<file path="src/rtl/magic_readback_pkg.sv">
// Shared definitions for the magic-mode configuration port: port address,
// register indices (common to read and write sides) and configuration types.
package common;

    localparam logic [7:0] MAGIC_PORT_LO       = 8'hFF;

    localparam logic [7:0] MAGIC_REG_REBOOT    = 8'h00;
    localparam logic [7:0] MAGIC_REG_BEEPER    = 8'h01;
    localparam logic [7:0] MAGIC_REG_TIMINGS   = 8'h02;
    localparam logic [7:0] MAGIC_REG_TURBO     = 8'h03;
    localparam logic [7:0] MAGIC_REG_AY        = 8'h04;
    localparam logic [7:0] MAGIC_REG_ROM_PLUS3 = 8'h05;
    localparam logic [7:0] MAGIC_REG_ROM_ALT48 = 8'h06;
    localparam logic [7:0] MAGIC_REG_JOY       = 8'h07;
    localparam logic [7:0] MAGIC_REG_RAM_MODE  = 8'h08;
    localparam logic [7:0] MAGIC_REG_DIVMMC    = 8'h09;
    localparam logic [7:0] MAGIC_REG_ULAPLUS   = 8'h0A;
    localparam logic [7:0] MAGIC_REG_SD_COVOX  = 8'h0B;
    localparam logic [7:0] MAGIC_REG_STATUS    = 8'h80;
    localparam logic [7:0] MAGIC_REG_FCNT_LO   = 8'h81;
    localparam logic [7:0] MAGIC_REG_FCNT_HI   = 8'h82;

    typedef enum logic [1:0] {
        TIMINGS_48   = 2'd0,
        TIMINGS_128  = 2'd1,
        TIMINGS_PENT = 2'd2,
        TIMINGS_P3   = 2'd3
    } timings_t;

    typedef enum logic [1:0] {
        TURBO_NONE = 2'd0,
        TURBO_X2   = 2'd1,
        TURBO_X4   = 2'd2,
        TURBO_X8   = 2'd3
    } turbo_t;

    typedef enum logic [1:0] {
        RAMMODE_48   = 2'd0,
        RAMMODE_128  = 2'd1,
        RAMMODE_P3   = 2'd2,
        RAMMODE_PENT = 2'd3
    } rammode_t;

endpackage

</file>
<file path="src/rtl/magic_readback_if.sv">
// CPU bus signals seen by the I/O responders. Handshake: a read cycle is in
// progress while ioreq and rd are both high; a[15:0] is stable for its duration.
interface cpu_bus;
    logic [15:0] a;
    logic        ioreq;
    logic        rd;

    modport master (output a, ioreq, rd);
    modport slave  (input  a, ioreq, rd);
endinterface

</file>
<file path="src/rtl/magic_readback_sync_edge.sv">
// Two-flop synchronizer with a one-clock pulse marking the synchronized level's
// rising edge; the pulse is aligned so a consumer flop sets on the same edge q rises.
module sync_edge (
    input  logic clk,
    input  logic rst_n,
    input  logic d,
    output logic q,
    output logic rise
);
    logic s1_q, s1_d;
    logic s2_q, s2_d;

    always_comb begin
        s1_d = d;
        s2_d = s1_q;
    end

    always_ff @(posedge clk or negedge rst_n) begin
        if (!rst_n) begin
            s1_q <= 1'b0;
            s2_q <= 1'b0;
        end else begin
            s1_q <= s1_d;
            s2_q <= s2_d;
        end
    end

    assign q    = s2_q;
    assign rise = s1_q & ~s2_q;
endmodule

</file>
<file path="src/rtl/magic_readback.sv">
// Read side of the magic configuration port (IN xxFF while the magic ROM is mapped).
// Optional 16-bit frame counter at indices 81/82 is built when MAGIC_FRAMECNT_EN is defined.
module magic_readback
    import common::*;
(
    input  logic       clk28,
    input  logic       rst_n,
    cpu_bus.slave      bus,
    input  logic       n_int,
    input  logic       magic_button,
    input  logic       magic_map,
    input  logic       magic_reboot,
    input  logic       magic_beeper,
    input  logic       rom_plus3,
    input  logic       rom_alt48,
    input  logic       joy_sinclair,
    input  logic       divmmc_en,
    input  logic       ulaplus_en,
    input  logic       covox_en,
    input  logic       sd_en,
    input  logic       ay_abc,
    input  logic       ay_mono,
    input  timings_t   timings,
    input  turbo_t     turbo,
    input  rammode_t   ram_mode,
    output logic [7:0] d_out,
    output logic       d_out_active
);
    logic       cs, read_start, read_end;
    logic       cs_q, cs_d;
    logic [7:0] idx_q, idx_d;
    logic [7:0] d_out_q, d_out_d;
    logic       active_q, active_d;
    logic       btn_event_q, btn_event_d;
    logic       btn_sync, btn_rise;
    logic [7:0] rd_data;

    sync_edge u_btn_sync (
        .clk   (clk28),
        .rst_n (rst_n),
        .d     (magic_button),
        .q     (btn_sync),
        .rise  (btn_rise)
    );

    assign cs         = magic_map && bus.ioreq && bus.rd && (bus.a[7:0] == MAGIC_PORT_LO);
    assign read_start = cs & ~cs_q;
    assign read_end   = ~cs & cs_q;

`ifdef MAGIC_FRAMECNT_EN
    logic        nint_q, nint_d;
    logic [15:0] fcnt_q, fcnt_d;
    logic [7:0]  fcnt_hi_shadow_q, fcnt_hi_shadow_d;

    // Shadow captures from the pre-increment count, matching the low byte
    // returned by the same read even when a frame edge lands on that clock.
    always_comb begin
        nint_d           = n_int;
        fcnt_d           = fcnt_q + 16'(nint_q & ~n_int);
        fcnt_hi_shadow_d = fcnt_hi_shadow_q;
        if (read_start && (bus.a[15:8] == MAGIC_REG_FCNT_LO))
            fcnt_hi_shadow_d = fcnt_q[15:8];
    end

    always_ff @(posedge clk28 or negedge rst_n) begin
        if (!rst_n) begin
            nint_q           <= 1'b1;
            fcnt_q           <= 16'h0000;
            fcnt_hi_shadow_q <= 8'h00;
        end else begin
            nint_q           <= nint_d;
            fcnt_q           <= fcnt_d;
            fcnt_hi_shadow_q <= fcnt_hi_shadow_d;
        end
    end
`else
    logic unused_n_int;
    assign unused_n_int = n_int;
`endif

    always_comb begin
        rd_data = 8'hFF;
        case (bus.a[15:8])
            MAGIC_REG_REBOOT:    rd_data = {7'b0, magic_reboot};
            MAGIC_REG_BEEPER:    rd_data = {7'b0, magic_beeper};
            MAGIC_REG_TIMINGS:   rd_data = {6'b0, timings};
            MAGIC_REG_TURBO:     rd_data = {6'b0, turbo};
            MAGIC_REG_AY:        rd_data = {6'b0, ay_mono, ~ay_abc};
            MAGIC_REG_ROM_PLUS3: rd_data = {7'b0, rom_plus3};
            MAGIC_REG_ROM_ALT48: rd_data = {7'b0, rom_alt48};
            MAGIC_REG_JOY:       rd_data = {7'b0, joy_sinclair};
            MAGIC_REG_RAM_MODE:  rd_data = {6'b0, ram_mode};
            MAGIC_REG_DIVMMC:    rd_data = {7'b0, divmmc_en};
            MAGIC_REG_ULAPLUS:   rd_data = {7'b0, ulaplus_en};
            MAGIC_REG_SD_COVOX:  rd_data = {6'b0, sd_en, covox_en};
            MAGIC_REG_STATUS:    rd_data = {6'b0, btn_event_q, btn_sync};
`ifdef MAGIC_FRAMECNT_EN
            MAGIC_REG_FCNT_LO:   rd_data = fcnt_q[7:0];
            MAGIC_REG_FCNT_HI:   rd_data = fcnt_hi_shadow_q;
`endif
            default:             rd_data = 8'hFF;
        endcase
    end

    // Data is frozen at read start; the sticky event clears only at read end so a
    // sub-clock glitch on cs cannot swallow it, and a coincident new edge wins.
    always_comb begin
        cs_d     = cs;
        idx_d    = idx_q;
        d_out_d  = d_out_q;
        active_d = active_q;
        if (read_start) begin
            idx_d    = bus.a[15:8];
            d_out_d  = rd_data;
            active_d = 1'b1;
        end else if (read_end) begin
            d_out_d  = 8'hFF;
            active_d = 1'b0;
        end
        btn_event_d = btn_rise |
                      (btn_event_q & ~(read_end && (idx_q == MAGIC_REG_STATUS)));
    end

    always_ff @(posedge clk28 or negedge rst_n) begin
        if (!rst_n) begin
            cs_q        <= 1'b0;
            idx_q       <= 8'h00;
            d_out_q     <= 8'hFF;
            active_q    <= 1'b0;
            btn_event_q <= 1'b0;
        end else begin
            cs_q        <= cs_d;
            idx_q       <= idx_d;
            d_out_q     <= d_out_d;
            active_q    <= active_d;
            btn_event_q <= btn_event_d;
        end
    end

    assign d_out        = d_out_q;
    assign d_out_active = active_q;
endmodule
</file>
<file path="src/flat_wrapper.sv">
// flat-port wrapper written by rule: the top's interface ports become plain ports
module magic_readback_flat import common::*;
  (clk28, rst_n, n_int, magic_button, magic_map, magic_reboot, magic_beeper, rom_plus3, rom_alt48, joy_sinclair, divmmc_en, ulaplus_en, covox_en, sd_en, ay_abc, ay_mono, timings, turbo, ram_mode, d_out, d_out_active, bus_a, bus_ioreq, bus_rd);
  cpu_bus bus_i ();
  input  logic clk28;
  input  logic rst_n;
  input  logic n_int;
  input  logic magic_button;
  input  logic magic_map;
  input  logic magic_reboot;
  input  logic magic_beeper;
  input  logic rom_plus3;
  input  logic rom_alt48;
  input  logic joy_sinclair;
  input  logic divmmc_en;
  input  logic ulaplus_en;
  input  logic covox_en;
  input  logic sd_en;
  input  logic ay_abc;
  input  logic ay_mono;
  input  timings_t timings;
  input  turbo_t turbo;
  input  rammode_t ram_mode;
  output logic [7:0] d_out;
  output logic d_out_active;
  input wire logic [$bits(bus_i.a)-1:0] bus_a;
  input wire logic [$bits(bus_i.ioreq)-1:0] bus_ioreq;
  input wire logic [$bits(bus_i.rd)-1:0] bus_rd;
  assign bus_i.a = bus_a;
  assign bus_i.ioreq = bus_ioreq;
  assign bus_i.rd = bus_rd;
  magic_readback u_core (.clk28(clk28), .rst_n(rst_n), .bus(bus_i), .n_int(n_int), .magic_button(magic_button), .magic_map(magic_map), .magic_reboot(magic_reboot), .magic_beeper(magic_beeper), .rom_plus3(rom_plus3), .rom_alt48(rom_alt48), .joy_sinclair(joy_sinclair), .divmmc_en(divmmc_en), .ulaplus_en(ulaplus_en), .covox_en(covox_en), .sd_en(sd_en), .ay_abc(ay_abc), .ay_mono(ay_mono), .timings(timings), .turbo(turbo), .ram_mode(ram_mode), .d_out(d_out), .d_out_active(d_out_active));
endmodule
</file>
<file path="config.mk">
export PLATFORM = sky130hd
export DESIGN_NAME = magic_readback_flat
export DESIGN_NICKNAME = d
export VERILOG_FILES = /design/src/rtl/magic_readback_pkg.sv /design/src/rtl/magic_readback_if.sv /design/src/rtl/magic_readback_sync_edge.sv /design/src/rtl/magic_readback.sv /design/src/flat_wrapper.sv
export SDC_FILE = /design/constraint.sdc
export NUM_CORES = 1
export LEC_CHECK = 0
export ABC_AREA = 1
export CAP_MARGIN = 40
export CELL_PAD_IN_SITES_DETAIL_PLACEMENT = 0
export CELL_PAD_IN_SITES_GLOBAL_PLACEMENT = 1
export CORE_ASPECT_RATIO = 0.6
export CORE_MARGIN = 2
export CORE_UTILIZATION = 28
export CTS_BUF_LIST = sky130_fd_sc_hd__clkbuf_16
export CTS_CLUSTER_DIAMETER = 80
export CTS_CLUSTER_SIZE = 30
export DETAILED_ROUTE_END_ITERATION = 10
export MAX_ROUTING_LAYER = met4
export PLACE_DENSITY_LB_ADDON = 0.1
export REMOVE_ABC_BUFFERS = 1
export SETUP_SLACK_MARGIN = 0.05
export SYNTH_ARGS = -nofsm -noshare
export SYNTH_HDL_FRONTEND = slang
export SYNTH_SLANG_ARGS = --single-unit
</file>
<file path="constraint.sdc">
create_clock -name clk28 -period 1.9 [get_ports clk28]
set_input_delay 0.19 -clock clk28 [delete_from_list [all_inputs] [get_ports clk28]]
set_output_delay 0.19 -clock clk28 [all_outputs]
set_load 0.005 [all_outputs]
</file>
==> flow_metrics.tcl <==
set metrics [dict create \
    totalWireLength_mm 3.174 \
    core_sq_um 3744 \
    worst_setup_path_end_kind "flip-flop" \
    pwr_density_cell_nw_per_um2 513.3 \
    cts_tree "yes" \
    p_leak_nw 0.8203 \
    synth_seq_cells 16 \
    finalSetupViolCount 0 \
    antenna_found_initial 0 \
    io_pins 49 \
    synthArstFlopShare 1.000 \
    synthFlopType "dfrtp_1" \
    drt_iter0_markers 33 \
    worstSkewPairLatency_ns 0.25 \
    finClkSkew_ns 0.001733 \
    drc 0 \
    hold_slack_ns 0.2666 \
    worstReg2RegEnd "u_core.d_out[1]" \
    htree_num_levels 1 \
    core.rowCount 17 \
    rsz0062_at_grt "no" \
    clockRootBuffer "clkbuf_16" \
    vdd_ir_drop_max_mv 0.2965 \
    final_nets 258 \
    worst-path-max-fanout 3 \
    cp_data_required_time_ns 2.07 \
    clk_pin_slew_ns 0.05 \
    reg2reg_slack_ns 0.66 \
    reg2reg_depth 8 \
    synth_cells 165 \
    start_util 0.2991 \
    cts_sinks 16 \
    yosys_warnings 0 \
    fill_cells 388 \
    arrival_ns 1.85 \
    period_share 0.8836 \
    fin_tns_setup_ns 0 \
    post-synth-top-count-cell "nand2_1" \
    yosys-top-cells-count "nand2_1, nor2_1, inv_1" \
    max_freq_mhz 595.6 \
    synthDistinctLibCells 24 \
    synth.area.top_cells "dfrtp_1, nand2_1, nor2_1" \
    hold_viol 0 \
    grt_pass1_wl_mm 5.278 \
    status "finished clean" \
    numCtsBuffers 3 \
    fin_crit_ns 1.679 \
    dr.pass1.iters 4 \
    grt_pass1_vias 1121 \
    grtUsageTotal 0.1575 \
    fin_ws_ns 0.2211 \
    startpoint_type "input port" \
    ant_nets 0 \
    num_vias 1173 \
    areaGrowthSynthToFinish_pct 55.64 \
    avgViaCountPerCell 4.477 \
    cts_hold_buffers 0 \
    avgSynthCellArea_sq_um 6.787 \
    worstSetupPathType "input port to flip-flop" \
    overflow 0 \
    ys_seq_area_frac 0.3609 \
    dp_hpwl_mm 2.721 \
    antenna_cells 0 \
    io_buffer_count 47 \
    netlist.area_leader.share 0.2905 \
    gp_congestion 0.8469 \
    dieWidth_microns 85.65 \
    die_h_microns 52.99 \
    synth_top_area_cell "dfrtp_1" \
    grt_max_degree 18 \
    drv_cap 0 \
    clockBufferDepth 2 \
    placement.setup.worst_slack_ns -0.4794 \
    worstMarginPinSlew_ns 0.3114 \
    die-area_sq_um 4538 \
    netlist_area_sq_um 1120 \
    r2r-start "u_core.cs_q" \
    drive_gt1_frac 0.1442 \
    synth_edf_count 0 \
    maxSlewHeadroom 0.7916 \
    drv_slew 0 \
    hp-class "input port to asynchronous set/reset pin" \
    routedWlPerCell_microns 12.11 \
]
-- state kept, by name, summed over array words and instances, names as in the netlist --
name / count
u_core.d_out_active: 1
u_core.btn_event_q: 1
u_core.idx_q: 8
u_core.u_btn_sync.s1_q: 1
u_core.d_out: 3
u_core.cs_q: 1
u_core.u_btn_sync.q: 1
-- per-layer routing --
metal / wire length, microns / global-route usage / vias up
met3: 185 / 0.03900 / 0
met4: 0 / 0.02381 / 0
met2: 1361 / 0.2331 / 29
met5: 0 / - / -
met1: 1626 / 0.2223 / 530
li1: - / - / 614
-- stage by stage --
| stage | instances | total power [mW] | utilization | area (sq um) |
|---|---|---|---|---|
| 3_5_place_dp | 258 | 0.4944 | 0.4362 | 1633 |
| 6_report | 262 | 0.8946 | 0.4656 | 1743 |
| 5_1_grt | 262 | 0.9412 | 0.4656 | 1743 |
| 4_1_cts | 262 | 0.9060 | 0.4632 | 1734 |
| 3_3_place_gp | 258 | 0.4915 | 0.4362 | 1633 |
| 2_1_floorplan | 158 | 0.3894 | - | 1059 |
-- where the power goes --
part           switching (mW)  internal, mW  leakage, nW
Combinational          0.0584        0.0761        0.604
Sequential            0.00255         0.348        0.178
Clock                   0.131         0.279       0.0385
-- how the worst max path moves through the flow --
stage	start	end	slack [ns]
detailed placement	bus_ioreq	u_core.d_out[1]	-0.48
CTS	bus_a[3]	u_core.d_out[1]	0.19
finish	bus_a[3]	u_core.d_out[1]	0.22
global placement	bus_a[4]	u_core.d_out[1]	-0.39
floorplan	bus_ioreq	u_core.d_out[1]	-0.06
global route	bus_a[2]	u_core.d_out[1]	0.07
-- area by class of cell --
cell class                      count  area (sq um)  share of cell area
Tap cell                           47         58.81             0.03374
Timing Repair Buffer               53         505.5              0.2900
Clock buffer                        3         75.07             0.04307
Multi-Input combinational cell    116         595.6              0.3417
Inverter                           26         100.1             0.05743
Sequential cell                    16         404.1              0.2319
Clock inverter                      1         3.754            0.002154
-- kinds of logic after synthesis --
logic type,share of synthesized area
simple gates,0.3810
buf+inv,0.1441
compound gates,0.09163
flops,0.3609
fa+ha+maj,0.02234
-- layout by cell type, fill, tap and decap left out --
master / instances
nor4_4: 1
clkbuf_16: 3
clkinv_1: 1
nand2_1: 40
dfrtp_1: 13
buf_4: 6
nor2_4: 1
o21ai_2: 3
nand2_4: 1
a21oi_1: 3
nand3_2: 2
nor2_2: 2
nor2_1: 28
or2_4: 1
inv_1: 22
ha_1: 1
dfstp_2: 3
o21ai_0: 8
o21a_1: 1
clkdlybuf4s50_1: 39
a21oi_2: 1
o41ai_1: 1
inv_2: 3
nand2_2: 2
dlygate4sd2_1: 8
nand3_1: 16
inv_4: 1
nand4_1: 3
ha_4: 1
-- worst max-delay path: stages --
cell	delay, ns
dlygate4sd2_1	0.19
nand4_1	0.09
or2_4	0.26
nor4_4	0.25
buf_4	0.17
ha_4	0.21
nor2_4	0.10
inv_2	0.05
a21oi_2	0.11
nand3_1	0.08
nor2_1	0.09
a21oi_1	0.07
-- repair_timing --
action	CTS	global route
pin swaps	9	1
setup endpoints to repair	4	1
resized for setup	16	1
cloned	0	0
buffers inserted	0	0
No activity file was read; power rests on OpenSTA's default activity.
